File: src/rtl/axi_pkg.sv
// Purpose: shared AXI4 constants and the read-master state encoding.
// Latency: n/a (declarations only).
// Backpressure: n/a.
//
// Reused by the read/write masters and slaves so burst type, beat size and
// response encodings stay consistent across the fabric.
package axi_pkg;

    localparam logic [1:0] AXI_BURST_INCR = 2'b01;
    localparam logic [2:0] AXI_SIZE_8B    = 3'b011;
    localparam logic [1:0] AXI_RESP_OKAY  = 2'b00;

    typedef enum logic [1:0] {
        IDLE = 2'd0,
        AR   = 2'd1,
        R    = 2'd2
    } axi_state_t;

endpackage

File: src/rtl/axi_master_rd.sv
// Purpose: single-burst AXI4 read master; issues one AR, streams R beats to the user.
// Latency: rd_start -> arvalid 1 cycle; R beats pass through combinationally; rd_done 1 cycle after last beat.
// Backpressure: user rd_data_ready drives m_axi_rready directly; new commands accepted only in IDLE.
//
// Ports:
//   clk, rst              - shared clock, asynchronous active-high reset
//   rd_start/addr/len     - command strobe, start address, AXI length (beats = len+1)
//   rd_req_ready          - command accepted this cycle when high (IDLE only)
//   rd_data_*             - beat stream to the user, valid/ready
//   rd_done, rd_err       - end-of-burst pulse and its error qualifier
//   m_axi_ar*, m_axi_r*   - AXI4 read-address and read-data channels
module axi_master_rd
    import axi_pkg::*;
#(
    parameter logic [3:0] ARID    = 4'd0,
    parameter logic [3:0] ARCACHE = 4'b0010
) (
    input  logic        clk,
    input  logic        rst,

    input  logic        rd_start,
    input  logic [29:0] rd_addr_in,
    input  logic [7:0]  rd_len_in,
    output logic        rd_req_ready,

    output logic [63:0] rd_data_out,
    output logic        rd_data_valid,
    input  logic        rd_data_ready,
    output logic        rd_done,
    output logic        rd_err,

    output logic [3:0]  m_axi_arid,
    output logic [29:0] m_axi_araddr,
    output logic [7:0]  m_axi_arlen,
    output logic [2:0]  m_axi_arsize,
    output logic [1:0]  m_axi_arburst,
    output logic        m_axi_arlock,
    output logic [3:0]  m_axi_arcache,
    output logic [2:0]  m_axi_arprot,
    output logic [3:0]  m_axi_arqos,
    output logic        m_axi_arvalid,
    input  logic        m_axi_arready,

    input  logic [63:0] m_axi_rdata,
    input  logic [1:0]  m_axi_rresp,
    input  logic        m_axi_rlast,
    input  logic        m_axi_rvalid,
    output logic        m_axi_rready
);

    axi_state_t state;
    logic [7:0] cnt_beat;
    logic       err_flag;

    logic       in_r;
    logic       r_hs;
    logic       last_pos;
    logic       beat_err;

    // Constant AR attributes: fixed 8-byte INCR bursts, no locking/QoS.
    assign m_axi_arid    = ARID;
    assign m_axi_arsize  = AXI_SIZE_8B;
    assign m_axi_arburst = AXI_BURST_INCR;
    assign m_axi_arlock  = 1'b0;
    assign m_axi_arcache = ARCACHE;
    assign m_axi_arprot  = 3'b000;
    assign m_axi_arqos   = 4'b0000;

    // Combinational so it reads 1 while held in reset (state is IDLE there).
    assign rd_req_ready = (state == IDLE);

    // Zero-latency data path. Gating with the state means a reset mid-burst
    // drops rready at once and no stray beats are consumed.
    assign in_r          = (state == R);
    assign rd_data_out   = m_axi_rdata;
    assign rd_data_valid = m_axi_rvalid & in_r;
    assign m_axi_rready  = rd_data_ready & in_r;

    assign r_hs     = m_axi_rvalid & m_axi_rready;
    // Beat position comes from our own count; rlast is only cross-checked.
    assign last_pos = (cnt_beat == m_axi_arlen);
    assign beat_err = (m_axi_rresp != AXI_RESP_OKAY) | (m_axi_rlast != last_pos);

    always_ff @(posedge clk or posedge rst) begin
        if (rst) begin
            state         <= IDLE;
            m_axi_arvalid <= 1'b0;
            m_axi_araddr  <= '0;
            m_axi_arlen   <= '0;
            cnt_beat      <= '0;
            err_flag      <= 1'b0;
            rd_done       <= 1'b0;
            rd_err        <= 1'b0;
        end else begin
            rd_done <= 1'b0;
            rd_err  <= 1'b0;
            case (state)
                IDLE: begin
                    if (rd_start) begin
                        m_axi_araddr  <= rd_addr_in;
                        m_axi_arlen   <= rd_len_in;
                        cnt_beat      <= '0;
                        err_flag      <= 1'b0;
                        m_axi_arvalid <= 1'b1;
                        state         <= AR;
                    end
                end
                AR: begin
                    // arvalid/araddr/arlen hold until the slave takes them.
                    if (m_axi_arready) begin
                        m_axi_arvalid <= 1'b0;
                        state         <= R;
                    end
                end
                R: begin
                    if (r_hs) begin
                        cnt_beat <= cnt_beat + 8'd1;
                        err_flag <= err_flag | beat_err;
                        if (last_pos) begin
                            // Fold in the final beat's own check for rd_err.
                            rd_done <= 1'b1;
                            rd_err  <= err_flag | beat_err;
                            state   <= IDLE;
                        end
                    end
                end
                default: begin
                    state         <= IDLE;
                    m_axi_arvalid <= 1'b0;
                end
            endcase
        end
    end

endmodule
File: config.mk
export PLATFORM = sky130hd
export DESIGN_NAME = axi_master_rd
export DESIGN_NICKNAME = d
export VERILOG_FILES = /design/src/rtl/axi_pkg.sv /design/src/rtl/axi_master_rd.sv
export SDC_FILE = /design/constraint.sdc
export NUM_CORES = 1
export LEC_CHECK = 0
export BUFFER_PORTS_ARGS = -buffer_cell sky130_fd_sc_hd__clkbuf_2
export CORE_MARGIN = 3
export CORE_UTILIZATION = 35
export CTS_BUF_LIST = sky130_fd_sc_hd__clkbuf_8 sky130_fd_sc_hd__clkbuf_16
export DETAILED_ROUTE_END_ITERATION = 8
export PLACE_DENSITY = 0.8
export SYNTH_ARGS = -nofsm -noshare
export SYNTH_HDL_FRONTEND = slang
export SYNTH_SLANG_ARGS = --single-unit
File: constraint.sdc
create_clock -name clk -period 1.53 [get_ports clk]
set_input_delay 0.0765 -clock clk [delete_from_list [all_inputs] [get_ports clk]]
set_output_delay 0.0765 -clock clk [all_outputs]
set_load 0.1 [all_outputs]
==> results of run 1 <==
## sequential cells by signal, summed over array words and instances (netlist names)
name,count
state,2
m_axi_arlen,8
rd_err,1
m_axi_araddr,30
err_flag,1
cnt_beat,8
m_axi_arvalid,1
rd_done,1
## layout by cell type (no fill, tap or decap), types with 2 or more instances in the layout
cell type,instances
clkbuf_8,6
o21ai_0,3
mux2_2,38
inv_6,2
o22ai_1,2
nor2_1,8
a21oi_1,2
xor2_1,3
xnor2_1,8
inv_1,6
dfrtp_1,42
dfrtp_2,10
nand3_1,5
buf_4,14
and2_4,2
dlygate4sd3_1,29
nand4_1,3
buf_12,4
clkbuf_2,87
conb_1,21
## cell families (layout without fill, tap and decap cells)
group	after synthesis	after routing
other	2	21
muxes	38	38
xor gates and xnor gates	12	12
and+or+nand+nor	31	31
buffers and inverters	100	150
adders and majority gates	1	1
AOI/OAI and AO/OA	16	16
DFF	52	52
## path summary, 6_finish.rpt
kind,startpoint,to,cells after the start
min in group asynchronous,rst,m_axi_araddr[24],3
setup reg to reg,state[1],m_axi_arlen[7],4
hold reg to reg,err_flag,rd_err,1
max in group asynchronous,rst,state[1],4
setup / recovery,state[1],m_axi_arlen[7],4
hold / removal,rd_addr_in[24],m_axi_araddr[24],2
## repair_timing
action | 4_1_cts | 5_1_grt
gates resized for setup | 1 | 4
gates cloned | 0 | 1
endpoints found under the setup margin | 15 | 36
hold buffers | 29 | 0
setup buffers | 1 | 2
hold endpoints to repair | 42 | 0
pin swaps | 0 | 2
## critical path, delay by kind of cell (launching register included)
kind | cells | cell delay (ns)
flip-flops | 1 | 0.46
multiplexers | 1 | 0.35
buffers and inverters | 2 | 0.31
AND/OR/NAND/NOR | 1 | 0.21
## per-layer routing
| layer | wire length, um | global-route usage [%] | part of all wire, % |
|---|---|---|---|
| met5 | 0 | 0 | 0 |
| met4 | 155 | 5.40 | 2.4 |
| met3 | 502 | 4.40 | 7.9 |
| met2 | 3380 | 24.3 | 53 |
| met1 | 2350 | 13.2 | 37 |
## stage by stage
| step | cell area, um2 | std cells | hold WS [ns] | setup TNS, ns |
|---|---|---|---|---|
| finish | 3460 | 423 | 0.0120 | 0 |
| floorplan | 2970 | 271 | 0.228 | -0.0877 |
| CTS | 3410 | 420 | 0.000390 | 0 |
| global placement | 3010 | 382 | 0.0506 | 0 |
| global route | 3460 | 423 | 0.000618 | 0 |
| detailed placement | 3010 | 382 | 0.0615 | -0.00104 |
## final cells by class
class / instances / share of cell area (%)
flip-flops and latches: 52 / 38.0
multi-input cells: 119 / 27.6
repair buffers: 135 / 27.1
well taps: 102 / 3.69
clock buffers: 6 / 2.39
inverters: 7 / 0.759
clock inverters: 2 / 0.506
==> impl_metrics.ini, run 1 <==
[hold_path]
hold_path_class = primary input to flip-flop

[sta]
period_minus_slack_ns = 1.46
min_period_over_period_pct = 95.6
fin_ws_ns = 0.0675
fin_worst_skew_ns = 0.00712
hold_viol_final = 0
worst_slew_pin_slew_ns = 0.554
rsz0062_at_grt = false
setup_viol = 0
max_freq_mhz = 684
slew_viol_final = 0
max_slew_margin_pct = 63.2

[floorplan]
initial_utilization_pct = 36.8
die_width_um = 96.8
rows = 32
ios = 240
core_um2 = 7850
die-area_um2 = 9370
die_h_um = 96.8

[cts]
clk_latency_ns = 0.31
clockBufferDepth = 2
cts_buffers = 5
cts_tree = built
cts_root_buffer = clkbuf_8
htreeDepth = 2
clock-sinks = 52
clkTransAtPathRegs_ns = 0.10

[yosys]
synth_compound_area_share_pct = 4.16
netlist_area_um2 = 2890
netlist_top_cells_area = dfrtp_1, buf_4, mux2_2, xnor2_1, nor2_1
synth_top_family_by_area = buffers and inverters
synthTopCellsByCount = buf_4, dfrtp_1, mux2_2
synth_top_area_share_pct = 45.1
syn_avg_cell_area_um2 = 11.4
synth-simple-area-share_pct = 6.59
yosysMostFrequentCell = buf_4
synth_xor_area_share_pct = 3.64
synth_seq_cells = 52
yosysTopAreaCell = dfrtp_1
synth-edff-count = 0
seq_area_frac_synth_pct = 45.1
synth_warnings = 0
synth_flop_cell = dfrtp_1
async_reset_ff_share_pct = 100
syn_inst = 252
synthAdderAreaFrac_pct = 0.434
synth.area.mux_share_pct = 14.8
ys_types = 37

[layout]
antenna_cells = 0
fillers = 743
areaGrowthSynthToFinish_pct = 19.9
drive_above_1_share_pct = 54.2
register_area_um2 = 1310
multi_input_area_um2 = 956
nNetsFinal = 432
post-route-util_pct = 44.1

[place]
place.gp.congestion = 0.771
portBuffers = 90
dpl_worst_slack_ns = -0.00104
dp_hpwl_um = 4620

[drt]
drt_iter0_drc = 76
detail-route-antenna-nets = 0
routed_via_density = 4.52
drt-wirelength-per-cell_um = 15.1
drcViolationCount = 0
num_vias = 1913
first_pass_iters = 4
routed_wirelength_um = 6390

[worst_setup_path]
cp_max_fo = 21
required_ns = 1.72
crit_arrival_ns = 1.65
r2r_setup_slack_ns = 0.07
crit_path_top_delay_cell = dfrtp_2
cp-start-kind = flip-flop
cpPeakStageDelay_ns = 0.46
worstPathCellList = nor3b_4 -> buf_4 -> buf_12 -> mux2_2
timing_worst_setup_path_type = flip-flop to flip-flop
end_kind = flip-flop

[grt]
track_usage_pct = 13.1
grt_pass1_vias = 2008
grt_overflow = 0
grt_max_degree = 43
grt_pass1_wl_um = 9950
antenna_found_initial = 0

[status]
status = finished clean

[job]
maxCapViolations = 0
Power of run 1 is left out: the tool's default activity adds up to more than one toggle a clock period on the data nets, which glitch-free logic cannot reach.
==> run 2: changes to the inputs <==
--- a/config.mk
+++ b/config.mk
@@ -10,6 +10,7 @@
 export CORE_UTILIZATION = 35
 export CTS_BUF_LIST = sky130_fd_sc_hd__clkbuf_8 sky130_fd_sc_hd__clkbuf_16
 export DETAILED_ROUTE_END_ITERATION = 8
+export GPL_ROUTABILITY_DRIVEN = 1
 export PLACE_DENSITY = 0.8
 export SYNTH_ARGS = -nofsm -noshare
 export SYNTH_HDL_FRONTEND = slang
==> constraint.sdc (replaced) <==
create_clock -name clk -period 1.2 [get_ports clk]
set_input_delay 0.24 -clock clk [delete_from_list [all_inputs] [get_ports clk]]
set_output_delay 0.24 -clock clk [all_outputs]
set_load 0.1 [all_outputs]
==> impl_metrics.ini, run 2 (same netlist as run 1, synthesis figures left out) <==
[layout]
nNetsFinal = 447
largest_reg_flops = 30
final_cell_mix = buf_12, clkbuf_2, dfrtp_1
top_register = m_axi_araddr
layout.cells.non_filler = 438
antenna_cells = 0
areaGrowthSynthToFinish_pct = 58.2
reg.largest.list = m_axi_araddr x30, cnt_beat x8, m_axi_arlen x8
postLayoutCellArea_um2 = 4560
final_common_cell = buf_12
fillers = 646
multi_input_area_um2 = 1210
drive_above_1_share_pct = 67.9
register_area_um2 = 1310

[floorplan]
rows = 32
die-area_um2 = 9370
ios = 240
core_um2 = 7850
die_h_um = 96.8
die_width_um = 96.8
initial_utilization_pct = 36.8

[grt]
antenna_found_initial = 0
grt_max_degree = 53
track_usage_pct = 15.4
grt_pass1_vias = 2161
grt_pass1_wl_um = 11500
grt_overflow = 0

[drt]
drcViolationCount = 0
first_pass_iters = 4
drt_iter0_drc = 41
drt-wirelength-per-cell_um = 16.6
routed_wirelength_um = 7280
routed_via_density = 4.54
num_vias = 1988
detail-route-antenna-nets = 0

[place]
place.gp.congestion = 0.765
dp_hpwl_um = 5010
placed_cell_area_um2 = 3950
dpl_worst_slack_ns = -0.256
dp_cells = 399
portBuffers = 90

[worst_setup_path]
timing_worst_setup_path_type = flip-flop to flip-flop
end_kind = flip-flop
r2r_setup_slack_ns = -0.43
cp_max_fo = 5
crit_arrival_ns = 1.82
required_ns = 1.39
cp-start-kind = flip-flop

[status]
status = finished, violations left
violations = negative setup slack

[sta]
rsz0062_at_grt = true
max_freq_mhz = 615
fin_worst_skew_ns = 0.00976
fin_ws_ns = -0.427
min_period_over_period_pct = 136
setup_viol = 61
slew_viol_final = 0
period_minus_slack_ns = 1.63
hold_viol_final = 0

[cts]
cts_root_buffer = clkbuf_8
htreeDepth = 2
cts_tree = built
clkTransAtPathRegs_ns = 0.09
clk_latency_ns = 0.31
clockBufferDepth = 2
clock-sinks = 52
cts_buffers = 5

[hold_path]
hold_path_class = primary input to flip-flop

[job]
maxCapViolations = 0
run 2: cell types whose count changed in the layout (fill, tap and decap cells not counted), moves of 15 or more:
| cell | previous run | this run |
|---|---|---|
| buf_12 | 4 | 49 |
| buf_4 | 14 | 29 |
| buf_6 | 0 | 20 |
| clkbuf_2 | 87 | 46 |
| dlygate4sd3_1 | 29 | 1 |
| mux2_2 | 38 | 0 |
| mux2_4 | 0 | 38 |
run 2: cell type report:
cell class / count / area share (%)
repair buffers: 150 / 39.4
flip-flops and latches: 52 / 28.8
multi-input cells: 119 / 26.6
well taps: 102 / 2.80
clock buffers: 5 / 1.51
inverters: 7 / 0.658
clock inverters: 3 / 0.274
run 2: worst paths after layout:
kind / startpoint / end / cells past startpoint
setup reg to reg: state[0] / m_axi_araddr[0] / 6
hold reg to reg: err_flag / rd_err / 1
hold / removal: rd_addr_in[26] / m_axi_araddr[26] / 2
max in group asynchronous: rst / m_axi_arlen[7] / 4
setup / recovery: state[0] / m_axi_araddr[0] / 6
min in group asynchronous: rst / m_axi_araddr[21] / 4
run 2: metrics by stage:
step / hold slack [ns] / setup TNS (ns) / utilization [%]
6_report: 0.157 / -18.64 / 58.1
5_1_grt: 0.143 / -21.69 / 58.1
4_1_cts: 0.149 / -17.72 / 56.3
3_5_place_dp: 0.318 / -10.34 / 50.3
3_3_place_gp: 0.315 / -8.66 / 50.3
2_1_floorplan: 0.295 / -10.42 / -
run 2: worst max-delay path: stages, from the launching register on:
cell	delay (ns)
dfrtp_1	0.41
buf_4	0.15
nor3b_4	0.23
buf_6	0.19
buf_6	0.12
buf_16	0.12
mux2_4	0.30
run 2: what timing repair did:
| action | 4_1_cts | 5_1_grt |
|---|---|---|
| buffers inserted | 19 | 13 |
| hold buffers | 1 | 0 |
| gates resized for setup | 36 | 15 |
| endpoints found under the setup margin | 61 | 64 |
| cloned | 4 | 1 |
| endpoints found under the hold margin | 52 | 0 |
| pin swaps | 8 | 10 |
run 2: metal layers:
metal / GRT usage [%] / part of all wire (%) / up-vias
li1: - / - / 896
met1: 16.8 / 36 / 957
met2: 27.0 / 53 / 106
met3: 4.97 / 8.3 / 29
met4: 7.13 / 2.4 / 0
met5: 0 / 0 / -
Power of run 2 is left out for the same reason.
